### src/rtl/philosopher_ring.sv
// N-seat dining-philosopher ring with per-seat hunger counters, starvation flags,
// optional fairness arbitration and a sticky adjacent-eaters safety monitor.
module philosopher_ring #(
  parameter int unsigned N            = 5,
  parameter int unsigned CW           = 4,
  parameter int unsigned STARVE_LIMIT = 10
) (
  input  logic                     clk,
  input  logic                     reset,
  input  logic [2*N-1:0]           init,
  input  logic [N-1:0]             random,
  input  logic                     fair_en,
  output logic [2*N-1:0]           state_out,
  output logic [N-1:0]             starve,
  output logic [$clog2(N+1)-1:0]   eat_count,
  output logic                     violation
);

  localparam int unsigned EW = $clog2(N + 1);

  typedef enum logic [1:0] {
    StThinking = 2'd0,
    StReading  = 2'd1,
    StEating   = 2'd2,
    StHungry   = 2'd3
  } seat_e;

  localparam logic [CW-1:0] CntMax      = '1;
  localparam logic [CW-1:0] StarveLimit = CW'(STARVE_LIMIT);

  seat_e         state_q [N];
  seat_e         state_d [N];
  logic [CW-1:0] cnt_q   [N];
  logic [CW-1:0] cnt_d   [N];
  logic          violation_q, violation_d;
  logic [N-1:0]  adj_eat;

  for (genvar i = 0; i < N; i++) begin : g_seat
    localparam int unsigned L = (i + N - 1) % N;
    localparam int unsigned R = (i + 1) % N;

    logic          eat_ok;
    logic          yield_turn;
    logic          relax_right;
    seat_e         nxt;
    logic [CW-1:0] cnt_nxt;

    assign starve[i]  = (state_q[i] == StHungry) && (cnt_q[i] >= StarveLimit);
    assign adj_eat[i] = (state_q[i] == StEating) && (state_q[R] == StEating);

    // Fork arbitration: a starved seat may ignore a hungry right neighbour, and a
    // non-starved seat backs off while either neighbour is starved.
    always_comb begin
      yield_turn  = fair_en && (starve[L] || starve[R]) && !starve[i];
      relax_right = fair_en && starve[i] && !starve[R];
      eat_ok      = (state_q[L] != StEating) && (state_q[R] != StEating) &&
                    (relax_right || (state_q[R] != StHungry)) && !yield_turn;
    end

    // Seat next-state and hunger counter (counter runs only across HUNGRY->HUNGRY).
    always_comb begin
      nxt = state_q[i];
      unique case (state_q[i])
        StReading:  nxt = (state_q[L] == StThinking) ? StThinking : StReading;
        StThinking: begin
          if (state_q[R] == StReading) nxt = StReading;
          else                         nxt = random[i] ? StThinking : StHungry;
        end
        StEating:   nxt = random[i] ? StThinking : StEating;
        StHungry:   nxt = eat_ok ? StEating : StHungry;
        default:    nxt = state_q[i];
      endcase

      cnt_nxt = '0;
      if (state_q[i] == StHungry && nxt == StHungry) begin
        cnt_nxt = (cnt_q[i] == CntMax) ? CntMax : cnt_q[i] + 1'b1;
      end
    end

    assign state_d[i] = nxt;
    assign cnt_d[i]   = cnt_nxt;
  end

  // Sticky monitor: any adjacent eating pair latches until reset.
  always_comb begin
    violation_d = violation_q | (|adj_eat);
  end

  // State, counter and monitor registers with synchronous reload.
  always_ff @(posedge clk) begin
    if (reset) begin
      for (int i = 0; i < N; i++) begin
        state_q[i] <= seat_e'(init[2*i +: 2]);
        cnt_q[i]   <= '0;
      end
      violation_q <= 1'b0;
    end else begin
      for (int i = 0; i < N; i++) begin
        state_q[i] <= state_d[i];
        cnt_q[i]   <= cnt_d[i];
      end
      violation_q <= violation_d;
    end
  end

  // Output packing and eater population count.
  always_comb begin
    state_out = '0;
    eat_count = '0;
    for (int i = 0; i < N; i++) begin
      state_out[2*i +: 2] = state_q[i];
      eat_count = eat_count + EW'(state_q[i] == StEating);
    end
  end

  assign violation = violation_q;

endmodule

### config.mk
export PLATFORM = sky130hd
export DESIGN_NAME = philosopher_ring
export DESIGN_NICKNAME = d
export VERILOG_FILES = /design/src/rtl/philosopher_ring.sv
export SDC_FILE = /design/constraint.sdc
export NUM_CORES = 1
export LEC_CHECK = 0
export ABC_CLOCK_PERIOD_IN_PS = 3450
export BUFFER_PORTS_ARGS = -buffer_cell sky130_fd_sc_hd__buf_2
export CAP_MARGIN = 40
export CORE_ASPECT_RATIO = 0.75
export CORE_UTILIZATION = 55
export DETAILED_ROUTE_END_ITERATION = 10
export GPL_TIMING_DRIVEN = 0
export PLACE_DENSITY = 0.79
export SETUP_SLACK_MARGIN = 0.5
export SYNTH_ARGS = -nofsm -noshare
export SYNTH_HDL_FRONTEND = slang
export SYNTH_SLANG_ARGS = --single-unit
### constraint.sdc
create_clock -name clk -period 3.45 [get_ports clk]
set_input_delay 0.345 -clock clk [delete_from_list [all_inputs] [get_ports clk]]
set_output_delay 0.345 -clock clk [all_outputs]
set_load 0.02 [all_outputs]
* Yosys cells after proc, flatten, opt, wreduce, memory -nomap -nowiden
Memories as Yosys holds them, arrays and structs flattened.
Cells that the tools add are included.
** Word-level totals
- Bits in registers :: 1
- Memory bits (writable) :: 30
- Input port bits :: 18
- Output and inout port bits :: 19
- Logic and storage cells :: 192
- Memories :: 2
** Cells by class
- $add $sub $neg :: 9
- Magnitude comparators :: 5
- Equality and inequality tests :: 35
- Multiplexer cells :: 53
- Bitwise logic cells :: 11
- Reductions and logical operators :: 76
** Memories
- cnt_q :: words 5, width 4, read ports 5, clocked after Yosys merged registers in 0, write ports 5, line 33 : logic [CW-1:0] cnt_q [N];
- state_q :: words 5, width 2, read ports 5, clocked after Yosys merged registers in 0, write ports 5, line 31 : seat_e state_q [N];
** Operator list (count)
- 4-bit 2-to-1 mux :: 15
- 1-bit logical AND :: 50
- 2-bit 2-to-1 mux :: 20
- 2-bit one-hot mux with 4 select lines :: 5
- 2-bit == test, second input constant :: 15
- 4-bit by 1-bit adder with 4-bit output, second input constant :: 5
- 4-bit == test, second input constant :: 5
- 4-bit >= comparator, second input constant :: 5
- 2-bit != test, second input constant :: 10
- 1-bit 2-to-1 mux :: 13
- 1-bit bitwise OR :: 11
- 2-bit by 1-bit == test with 1-bit output, second input constant :: 5
- 1-bit zero test :: 10
- 2-bit zero test :: 5
- 1-bit logical OR :: 10
- 3-bit by 1-bit adder with 3-bit output :: 2
- 5-bit OR reduction :: 1
- 2-bit by 1-bit adder with 3-bit output :: 1
- 1-bit by 1-bit adder with 2-bit output :: 1

* Longest topological paths before layout
- Depth after elaboration :: 13
- Depth in mapped cells :: 6
- Mapped depth without buffers :: 6

* Worst setup path after synthesis
Ideal clock, no wire load.
- Kind :: flip-flop to output port
- Start point :: memory state_q[0][4] in the netlist's numbering
- End point :: output port eat_count[1]
- Data arrival time :: 2.155 ns
- Required time :: 3.105 ns
- Slack :: 0.950 ns
- Cell stages (with the launch flop) :: 6
- Buffers on the path :: 1
- Cells stage by stage :: dfxtp_1 -> buf_4 -> and2b_2 -> fa_1 -> fa_1 -> ha_1
** RTL lines
- start, declared :: line 31
- end, declared :: line 15 : output logic [$clog2(N+1)-1:0] eat_count,

==> summary.txt <==
Outcome
  – Status: complete, but fails checks
  – Failing checks: DRC

Timing
  – Fin crit share: 81.3%
  – Worst slew margin: 65.1%
  – RSZ-0062 raised after global routing: no
  – Setup-failing EPs final: 0
  – Max Fclk: 356 MHz
  – Tmin final: 2810 ps
  – Final Hold Fails: 0
  – Skew final: 4.18 ps
  – Fin Setup TNS: 0 ps
  – Setup ws final: 644 ps
  – Least-Margin Pin Slew: 523 ps
  – Max-slew violation count: 0

Global route
  – Total GRT Usage: 26.2%
  – Vias in the first global route: 1,668
  – Met2 usage: 39.4%
  – Met3 usage: 5.81%
  – Initial antenna violation count: 0
  – Overflow after GRT: 0
  – Met1 Use GR: 36.8%
  – Pin count of the biggest net entering global routing: 11
  – Global route hottest layer: met2
  – First-pass GRT wire length: 7600 µm

Floorplan
  – # IOs: 37
  – Die area: 0.00386 mm²
  – Core ar.: 0.00338 mm²
  – Initial core utilization: 58.8%
  – Chip width: 71.4 µm
  – Std-Cell Rows: 18
  – Die Y: 54.0 µm

Power
  – Pwr Density: 461 mW/mm²
  – Switching power: 0.399 mW
  – Clock power frac: 26.1%
  – Gate power share: 32.9%
  – VDD IR max: 0.000308 V
  – Sequential share of power: 40.9%
  – Final Power: 1.06 mW
  – Leakage: 0.907 nW
  – Pint: 0.658 mW
  – Sw Share: 37.7%

Clock network
  – CTS root buf: clkbuf_8
  – Bufs on Longest Clock Path: 2
  – Num CTS Buffers: 5
  – Hold buffer count at cts: 0
  – Resize count post-CTS: 0
  – CTS tree: built
  – Postcts setup bufs: 0
  – Clock transition at path regs: 70 ps
  – Htree depth: 2
  – Num Clock Sinks: 31
  – Clk_lat worst skew: 290 ps

Final layout
  – Number of diodes: 0
  – Final Net Count: 301
  – Commonest non-fill, non-tap cell in the layout: buf_2
  – Share of cells above drive strength 1: 25.9%
  – Area Overhead vs Synth: 15.6%
  – Final Core Density: 67.9%
  – Most frequent cells in the layout: 35 x buf_2, 31 x dfxtp_1, 21 x inv_1, 17 x o21ai_0, 15 x nand3_1

Synth
  – Gate Count Post-Synth: 227
  – Flops & latches, synth: 31
  – Register area share after synthesis: 31.3%
  – Syn nets: 259
  – Synth Warn #: 0
  – Async SR Flop Fraction: 0%
  – Cell Area, Synth: 0.00199 mm²
  – Post-synth EDFFs: 0
  – Syn Area/Cell: 8.75 µm²
  – Top_reg_cell synth: dfxtp_1
  – Post-synth cell types: 47

Setup path
  – WP data required: 3110 ps
  – Worst setup SP type: register
  – Critical path class: reg2out
  – Critical Path Fanout Max: 10
  – Worst setup EP type: output port
  – Worst Reg2Reg Path Length in Cells: 6
  – RR Startpoint: cnt_q[0][0]
  – Reg-to-Reg End: cnt_q[0][4]
  – WP data arrival: 2460 ps
  – Register-to-Register Setup Slack: 1380 ps

Run
  – Number of max-cap violations: 0

Worst hold path
  – Min-delay src: init[7]
  – Cells on Worst Hold Path: 3
  – HP Class: in2reg
  – Hold EP: state_q[0][7]

Detailed routing
  – Routed WL: 4520 µm
  – Vias: 1,825
  – Average wire per standard cell: 14.6 µm
  – Post-route ant nets: 0
  – Remaining DRCs: 2
  – Via/cell ratio: 5.89
  – Starting DRT DRC Count: 158
  – First drt pass iteration count: 7

Place
  – Hpwl dp: 3470 µm
  – Placer Congestion: 0.857
  – Pre-CTS WS: 970 ps
  – I/O Buffers: 35
-- worst max-delay path by stage --
stage	from	end	slack [ps]
after global routing	state_q[0][2]	eat_count[1]	540
after CTS	state_q[0][2]	eat_count[1]	650
after global placement	state_q[0][2]	eat_count[1]	960
after detailed placement	state_q[0][2]	eat_count[1]	970
final	state_q[0][2]	eat_count[1]	640
after floorplan	state_q[0][4]	eat_count[1]	950
-- kinds of logic (layout without fill, tap and decap cells) --
family / after synthesis / in the layout / synth area share, %
and+or+nand+nor: 86 / 86 / 24.6
AOI/OAI and AO/OA: 67 / 67 / 27.3
DFF: 31 / 31 / 31.3
buffers and inverters: 27 / 70 / 6.05
adders and majority gates: 14 / 14 / 9.58
muxes: 2 / 2 / 1.13
-- metal layers --
| layer | vias to the layer above | share of wire (%) |
|---|---|---|
| met5 | - | 0 |
| met4 | 0 | 1.4 |
| met3 | 7 | 5.6 |
| met2 | 52 | 42 |
| met1 | 832 | 51 |
| li1 | 934 | - |
-- stage by stage --
stage	instances	area (µm²)	hold WS, ps
floorplan	227	1990	452
global placement	302	2210	491
detailed placement	302	2210	494
CTS	310	2290	255
global route	310	2290	261
finish	310	2290	254
-- critical path: stages (launching register included) --
cell,delay [ps]
dfxtp_1,520
and2b_4,280
fa_1,500
fa_1,440
ha_1,270
buf_2,160
-- power groups by stage --
stage / Sequential [mW] / Combinational [mW] / Clock [mW]
floorplan: 0.457 / 0.235 / 0
global placement: 0.438 / 0.342 / 0
detailed placement: 0.438 / 0.347 / 0
CTS: 0.431 / 0.348 / 0.282
global route: 0.438 / 0.386 / 0.294
finish: 0.433 / 0.348 / 0.276
-- synth_stat cells (4+ instances only) --
| master | number | area share (%) |
|---|---|---|
| a2111oi_0 | 6 | 2.6 |
| a2111oi_2 | 4 | 3.0 |
| a211oi_1 | 7 | 2.6 |
| a21oi_1 | 8 | 2.0 |
| dfxtp_1 | 31 | 31 |
| ha_1 | 12 | 7.6 |
| inv_1 | 21 | 4.0 |
| nand2_1 | 13 | 2.5 |
| nand2b_1 | 7 | 2.2 |
| nand3_1 | 15 | 3.8 |
| nor2_1 | 14 | 2.6 |
| nor2b_1 | 5 | 1.6 |
| nor3_1 | 9 | 2.3 |
| nor4_1 | 4 | 1.3 |
| o21ai_0 | 17 | 4.3 |
| o31ai_1 | 4 | 1.5 |
-- final cells by class --
type | instances | area [µm²]
inverters | 21 | 78.8
plain buffers | 6 | 41.3
well taps | 40 | 50.0
multi-input cells | 169 | 1240
repair buffers | 35 | 175
flip-flops and latches | 31 | 621
clock inverters | 3 | 15.0
clock buffers | 5 | 68.8
fillers | 292 | 1080
-- registers in the layout (all words and copies together) (netlist names) --
signal	cells
cnt_q	20
state_q	10
violation	1
Note: power is estimated with default switching activity, not from simulation.
